## config.mk

```make
export PLATFORM = sky130hd
export DESIGN_NAME = alu_iterative_flat
export DESIGN_NICKNAME = d
export VERILOG_FILES = /design/src/rtl/alu_iterative_if.sv /design/src/rtl/alu_iterative.sv /design/src/flat_wrapper.sv
export SDC_FILE = /design/constraint.sdc
export NUM_CORES = 1
export LEC_CHECK = 0
export CORE_MARGIN = 5
export CORE_UTILIZATION = 35
export DETAILED_ROUTE_END_ITERATION = 7
export PLACE_DENSITY = 0.59
export SLEW_MARGIN = 10
export SYNTH_ARGS = -nofsm -noshare
export SYNTH_HDL_FRONTEND = slang
export SYNTH_SLANG_ARGS = --single-unit
export TNS_END_PERCENT = 10
```

## constraint.sdc

```tcl
create_clock -name clk -period 3.4 [get_ports clk]
set_clock_uncertainty 0.05 [all_clocks]
set_input_delay 0.34 -clock clk [delete_from_list [all_inputs] [get_ports clk]]
set_output_delay 0.34 -clock clk [all_outputs]
set_load 0.005 [all_outputs]
```

## src/rtl/alu_iterative_if.sv

```systemverilog
// Purpose: request/response bundle between the issue stage and the iterative ALU.
// Latency: none, wires only.
// Backpressure: in_valid/in_ready on the request side, out_valid/out_ready on the result side.
// Ports (slave = ALU side):
//   in_valid, alu_ctrl, operand_a, operand_b, out_ready        -> into the ALU
//   in_ready, out_valid, result, zero, overflow, illegal, busy -> out of the ALU
interface alu_iterative_if #(
    parameter int WIDTH = 32
);
    logic             in_valid;
    logic             in_ready;
    logic [3:0]       alu_ctrl;
    logic [WIDTH-1:0] operand_a;
    logic [WIDTH-1:0] operand_b;
    logic             out_valid;
    logic             out_ready;
    logic [WIDTH-1:0] result;
    logic             zero;
    logic             overflow;
    logic             illegal;
    logic             busy;

    modport master (
        output in_valid, alu_ctrl, operand_a, operand_b, out_ready,
        input  in_ready, out_valid, result, zero, overflow, illegal, busy
    );

    modport slave (
        input  in_valid, alu_ctrl, operand_a, operand_b, out_ready,
        output in_ready, out_valid, result, zero, overflow, illegal, busy
    );
endinterface

```

## src/rtl/alu_iterative.sv

```systemverilog
// Purpose: ALU executing alu_ctrl codes; logic/add/sub/slt in one step, shifts and multiply iteratively.
// Latency: 1 cycle single-step codes, N+1 for shift by N>0, WIDTH+1 for MUL (accept edge to out_valid).
// Backpressure: one op in flight; result held in DONE until out_ready, in_ready low outside IDLE.
// Ports: clk, reset (synchronous, active-high); bus = alu_iterative_if.slave carrying the
//        request handshake (in_valid/in_ready, alu_ctrl, operand_a, operand_b) and the
//        result handshake (out_valid/out_ready, result, zero, overflow, illegal, busy).
module alu_iterative #(
    parameter int WIDTH = 32
) (
    input  logic           clk,
    input  logic           reset,
    alu_iterative_if.slave bus
);
    localparam int SHW = $clog2(WIDTH);

    localparam logic [3:0] OP_AND = 4'b0000;
    localparam logic [3:0] OP_OR  = 4'b0001;
    localparam logic [3:0] OP_ADD = 4'b0010;
    localparam logic [3:0] OP_SLL = 4'b0011;
    localparam logic [3:0] OP_SRL = 4'b0100;
    localparam logic [3:0] OP_SUB = 4'b0110;
    localparam logic [3:0] OP_SLT = 4'b0111;
    localparam logic [3:0] OP_MUL = 4'b1000;
    localparam logic [3:0] OP_NOR = 4'b1100;

    // Counter is one bit wider than a shift amount so it can hold WIDTH for MUL.
    localparam logic [SHW:0] MUL_CNT = (SHW+1)'(WIDTH);
    localparam logic [SHW:0] CNT_ONE = (SHW+1)'(1);

    typedef enum logic [1:0] {IDLE, EXEC, DONE} state_t;

    state_t           state;
    logic [3:0]       op;
    logic [WIDTH-1:0] sh_dat;   // shift operand, or left-shifting multiplicand for MUL
    logic [WIDTH-1:0] mul_b;    // multiplier, consumed LSB first
    logic [WIDTH-1:0] acc;
    logic [SHW:0]     cnt;
    logic [WIDTH-1:0] result_q;
    logic             zero_q;
    logic             overflow_q;
    logic             illegal_q;

    logic             accept;
    logic [SHW-1:0]   amt;

    assign bus.in_ready  = (state == IDLE) && !reset;
    assign bus.out_valid = (state == DONE);
    assign bus.busy      = (state != IDLE);
    assign bus.result    = result_q;
    assign bus.zero      = zero_q;
    assign bus.overflow  = overflow_q;
    assign bus.illegal   = illegal_q;

    assign accept = bus.in_valid && bus.in_ready;
    assign amt    = bus.operand_b[SHW-1:0];

    // Single-step result, evaluated directly on the request inputs so it can be
    // registered on the accept edge.
    logic [WIDTH-1:0] op_a, op_b, sum, diff, sc_res;
    logic             sc_ovf, sc_ill, go_exec;

    always_comb begin
        op_a    = bus.operand_a;
        op_b    = bus.operand_b;
        sum     = op_a + op_b;
        diff    = op_a - op_b;
        sc_res  = '0;
        sc_ovf  = 1'b0;
        sc_ill  = 1'b0;
        go_exec = 1'b0;
        case (bus.alu_ctrl)
            OP_AND: sc_res = op_a & op_b;
            OP_OR:  sc_res = op_a | op_b;
            OP_NOR: sc_res = ~(op_a | op_b);
            OP_ADD: begin
                sc_res = sum;
                sc_ovf = (op_a[WIDTH-1] == op_b[WIDTH-1]) && (sum[WIDTH-1] != op_a[WIDTH-1]);
            end
            OP_SUB: begin
                sc_res = diff;
                sc_ovf = (op_a[WIDTH-1] != op_b[WIDTH-1]) && (diff[WIDTH-1] != op_a[WIDTH-1]);
            end
            OP_SLT: sc_res = {{(WIDTH-1){1'b0}}, ($signed(op_a) < $signed(op_b))};
            OP_SLL, OP_SRL: begin
                // A zero-amount shift is just a pass-through and finishes immediately.
                sc_res  = op_a;
                go_exec = (amt != '0);
            end
            OP_MUL: go_exec = 1'b1;
            default: sc_ill = 1'b1;
        endcase
    end

    // One iteration step. SLL and MUL both shift sh_dat left, so they share it.
    logic [WIDTH-1:0] sh_next, acc_next, exec_res;

    always_comb begin
        sh_next  = (op == OP_SRL) ? (sh_dat >> 1) : (sh_dat << 1);
        acc_next = mul_b[0] ? (acc + sh_dat) : acc;
        exec_res = (op == OP_MUL) ? acc_next : sh_next;
    end

    always_ff @(posedge clk) begin
        if (reset) begin
            state      <= IDLE;
            op         <= '0;
            sh_dat     <= '0;
            mul_b      <= '0;
            acc        <= '0;
            cnt        <= '0;
            result_q   <= '0;
            zero_q     <= 1'b0;
            overflow_q <= 1'b0;
            illegal_q  <= 1'b0;
        end else begin
            case (state)
                IDLE: begin
                    if (accept) begin
                        op     <= bus.alu_ctrl;
                        sh_dat <= bus.operand_a;
                        mul_b  <= bus.operand_b;
                        acc    <= '0;
                        cnt    <= (bus.alu_ctrl == OP_MUL) ? MUL_CNT : {1'b0, amt};
                        if (go_exec) begin
                            state <= EXEC;
                        end else begin
                            result_q   <= sc_res;
                            zero_q     <= (sc_res == '0);
                            overflow_q <= sc_ovf;
                            illegal_q  <= sc_ill;
                            state      <= DONE;
                        end
                    end
                end
                EXEC: begin
                    sh_dat <= sh_next;
                    mul_b  <= mul_b >> 1;
                    acc    <= acc_next;
                    cnt    <= cnt - CNT_ONE;
                    // Last step: take the combinational next value straight into the result.
                    if (cnt == CNT_ONE) begin
                        result_q   <= exec_res;
                        zero_q     <= (exec_res == '0);
                        overflow_q <= 1'b0;
                        illegal_q  <= 1'b0;
                        state      <= DONE;
                    end
                end
                DONE: begin
                    if (bus.out_ready) begin
                        state <= IDLE;
                    end
                end
                default: state <= IDLE;
            endcase
        end
    end
endmodule

```

## src/flat_wrapper.sv

```systemverilog
// flat-port wrapper written by rule: the top's interface ports become plain ports
module alu_iterative_flat 
#(
    parameter int WIDTH = 32
)
  (clk, reset, bus_in_valid, bus_alu_ctrl, bus_operand_a, bus_operand_b, bus_out_ready, bus_in_ready, bus_out_valid, bus_result, bus_zero, bus_overflow, bus_illegal, bus_busy);
  alu_iterative_if #(.WIDTH(WIDTH)) bus_i ();
  input  logic clk;
  input  logic reset;
  input wire logic [$bits(bus_i.in_valid)-1:0] bus_in_valid;
  input wire logic [$bits(bus_i.alu_ctrl)-1:0] bus_alu_ctrl;
  input wire logic [$bits(bus_i.operand_a)-1:0] bus_operand_a;
  input wire logic [$bits(bus_i.operand_b)-1:0] bus_operand_b;
  input wire logic [$bits(bus_i.out_ready)-1:0] bus_out_ready;
  output wire logic [$bits(bus_i.in_ready)-1:0] bus_in_ready;
  output wire logic [$bits(bus_i.out_valid)-1:0] bus_out_valid;
  output wire logic [$bits(bus_i.result)-1:0] bus_result;
  output wire logic [$bits(bus_i.zero)-1:0] bus_zero;
  output wire logic [$bits(bus_i.overflow)-1:0] bus_overflow;
  output wire logic [$bits(bus_i.illegal)-1:0] bus_illegal;
  output wire logic [$bits(bus_i.busy)-1:0] bus_busy;
  assign bus_i.in_valid = bus_in_valid;
  assign bus_i.alu_ctrl = bus_alu_ctrl;
  assign bus_i.operand_a = bus_operand_a;
  assign bus_i.operand_b = bus_operand_b;
  assign bus_i.out_ready = bus_out_ready;
  assign bus_in_ready = bus_i.in_ready;
  assign bus_out_valid = bus_i.out_valid;
  assign bus_result = bus_i.result;
  assign bus_zero = bus_i.zero;
  assign bus_overflow = bus_i.overflow;
  assign bus_illegal = bus_i.illegal;
  assign bus_busy = bus_i.busy;
  alu_iterative #(.WIDTH(WIDTH)) u_core (.clk(clk), .reset(reset), .bus(bus_i));
endmodule
```

==> results.ini <==
[run_status]
outcome = finished, violations left
violations = setup timing

[timing]
max_freq_mhz = 273
setup_viol = 6
worst_slew_pin_slew_ns = 0.927
rsz0062_at_grt = true
slew_headroom_pct = 38.1
min_period_ns = 3.66
worst_slack_ns = -0.261
hold_viol = 0
slew_violations = 0
period_share_pct = 108
tns_ns = -0.550

[die]
core_region_area_sq_um = 42800
fp.dieH_um = 217
ioPinCount = 110
initial_core_util_pct = 35.2
rows = 76
die_x_um = 217
die_area_sq_um = 47200

[yosys]
synth_nets = 2323
synth_edf_count = 0
synthFlopType = dfxtp_1
yosysSeqAreaShare_pct = 19.0
syn_inst = 2107
yosysUniqueCellTypes = 95
async_flop_share_pct = 0
syn_avg_cell_area_sq_um = 7.14
synth-seq-cells = 143
syn_area_sq_um = 15000
yosys_warnings = 0

[place]
pre_cts_ws_ns = -1.08
io_buffers = 109
dpl.cell_count = 3250
dp_hpwl_um = 59900
gp_congestion = 0.990

[critical_path]
worstPathMaxFanout = 4
worstSetupPathType = in -> reg
cp.required_ns = 3.79
cp-start-kind = primary input
cp-end-kind = register
critPathArrivalTime_ns = 4.06

[power_and_ir_drop]
power_mw = 6.69
switchingPower_mw = 2.59
p_leak_nw = 9.71
swShare_pct = 38.6
p_per_area_nw_per_um2 = 299
intPower_mw = 4.11
vdd_drop_max_mv = 0.287
seq_power_share_pct = 27.7
clock_power_share_pct = 30.2
p_comb_share_pct = 42.1

[clock_tree]
cts_max_path_buffers = 2
cts_buffers = 17
root_buffer = clkbuf_16
clk_latency_ns = 0.49
h-tree-depth = 4
cts.sinks = 143
cts_tree = yes
cts.reportedPaths.clkPinSlew_ns = 0.08
cts_hold_buf = 0

[final_layout]
fillers = 4256
final_cells = 3294
fin_nets = 2950
area_delta_synth_final_pct = 48.6
drive_above_1_share_pct = 30.0
postLayoutCoreUtil_pct = 52.3

[routing]
wire_per_inst_um = 22.8
viasPerCell = 5.83
drcViolationCount = 0
detail_route.iter0.violations = 1928
firstDrtPassIters = 6
ant_nets = 0
routed_wl_um = 75200
num_vias = 19190

[global_routing]
top_usage_layer = met2
grt_pass1_wl_um = 113000
grt_max_degree = 71
grtUsageMet1_pct = 41.8
grtUsageTotal_pct = 30.9
antenna_found_initial = 0
gr-usage-met2_pct = 49.9
grt_remaining_overflow = 0
grt_util_met3_pct = 5.66
grt_pass1_vias = 18598

[job]
cap_violations = 0

[worst_hold_path]
min_path_type = in -> reg

## power groups by stage
stage	clock network, mW	registers [mW]	logic, mW
final	2.02	1.86	2.82
after CTS	2.06	1.85	2.71
after global routing	2.13	1.86	3.01
after floorplan	0	1.86	1.24
after global placement	0	1.88	2.63
after detailed placement	0	1.89	2.64
## worst paths after layout
check | slack [ns] | endpoint | start | cells past startpoint
hold reg to reg | 0.41 | u_core.mul_b[1] | u_core.mul_b[1] | 2
hold / removal | 0.37 | u_core.bus.result[14] | reset | 3
setup reg to reg | -0.19 | u_core.bus.zero | u_core.sh_dat[13] | 13
setup / recovery | -0.26 | u_core.bus.zero | bus_operand_a[8] | 16
## through the flow
step	hold WS, ns	area, sq um
4_1_cts	0.332	22000
3_5_place_dp	0.397	21100
3_3_place_gp	0.394	21100
2_1_floorplan	0.386	15000
6_report	0.368	22400
5_1_grt	0.356	22400
## critical path, stage by stage
cell and delay, ns:
clkdlybuf4s50_1 0.42, inv_1 0.17, ha_2 0.35, nor4_4 0.31
nand2_1 0.14, a211oi_4 0.36, buf_4 0.19, o21ai_1 0.08
a311oi_1 0.38, a21oi_1 0.16, nor3_1 0.21, nand4b_1 0.20
nor4_2 0.29, buf_4 0.16, and4b_1 0.18, a21o_1 0.10
## cell type report
class	instances	area (sq um)	share of cell area [%]
diodes	1	2.50	0.0112
clock buffers	18	439	1.96
flip-flops and latches	143	2870	12.8
repair buffers	749	5950	26.6
well taps	546	683	3.05
clock inverters	14	145	0.649
multi-input cells	1712	11900	53.0
inverters	111	417	1.86
## cells in the mapped netlist (all sizes together) (13+ instances only)
cell,number,area [sq um]
nand4,21,131
nand2,183,687
a21oi,208,1040
a22oi,39,293
o22ai,19,119
clkbuf,116,435
o21a,20,150
ha,141,1760
o21ai,92,464
xnor2,30,263
o211ai,26,195
a221oi,42,380
dfxtp,143,2860
and2,17,106
o31ai,22,165
a21o,30,225
inv,110,413
a31oi,29,181
mux2i,40,400
nor3,54,270
nand2b,17,106
nand3,62,310
mux2,13,146
a211oi,29,223
or3,18,113
buf,25,109
a2111oi,43,389
nor4,28,181
nor2b,20,125
nor2,269,1020
## repair_timing
action / 4_1_cts / 5_1_grt
endpoints found under the hold margin: 0 / 0
gates resized for setup: 75 / 68
setup endpoints to repair: 12 / 11
pin swaps: 21 / 33
setup buffers: 3 / 8
## sequential cells by signal, summed over array words and instances, names as in the netlist
signal               count
u_core.bus.overflow      1
u_core.mul_b            32
u_core.op                4
u_core.bus.result       32
u_core.bus.illegal       1
u_core.sh_dat           32
u_core.bus.zero          1
u_core.state             2
u_core.cnt               6
u_core.acc              32
## cell families after synthesis
group	count (synthesis)	share of synthesized area [%]
buf+inv	252	6.39
fa+ha+maj	144	12.1
xor+xnor	40	2.33
simple gates	750	23.3
flops	143	19.0
compound gates	725	33.2
mux	53	3.63
## cell usage in the layout (no fill, tap or decap), types with 10 or more instances in the layout
master and n:
a2111oi_0 32, a32oi_1 10, ha_1 129, nand2b_1 16, o211ai_1 26, xnor2_1 28
nand4_1 21, nor2b_1 17, nor4_1 16, o21ai_0 67, nand3_1 61, a31oi_1 26
o21ai_1 21, xor2_1 10, o21a_1 20, inv_1 107, nor3_1 53, ha_2 11
nand2_1 179, mux2i_1 39, buf_4 635, a21o_1 30, mux2_2 11, a21oi_2 12
clkbuf_16 17, and3_1 11, nor2_1 263, a211oi_1 20, a21oi_1 195, and2_1 15
a22oi_1 38, o31ai_1 21, a221oi_1 38, o22ai_1 18, or3_1 17, clkdlybuf4s50_1 100
dfxtp_1 140
## layer usage
metal,wire length (um),share of wire (%),up-vias
met5,0,0,-
met4,2310,3.1,0
met3,5010,6.7,127
met2,34400,46,747
met1,33500,45,9232
li1,-,-,9084
Note: power is estimated with default switching activity, not from simulation.
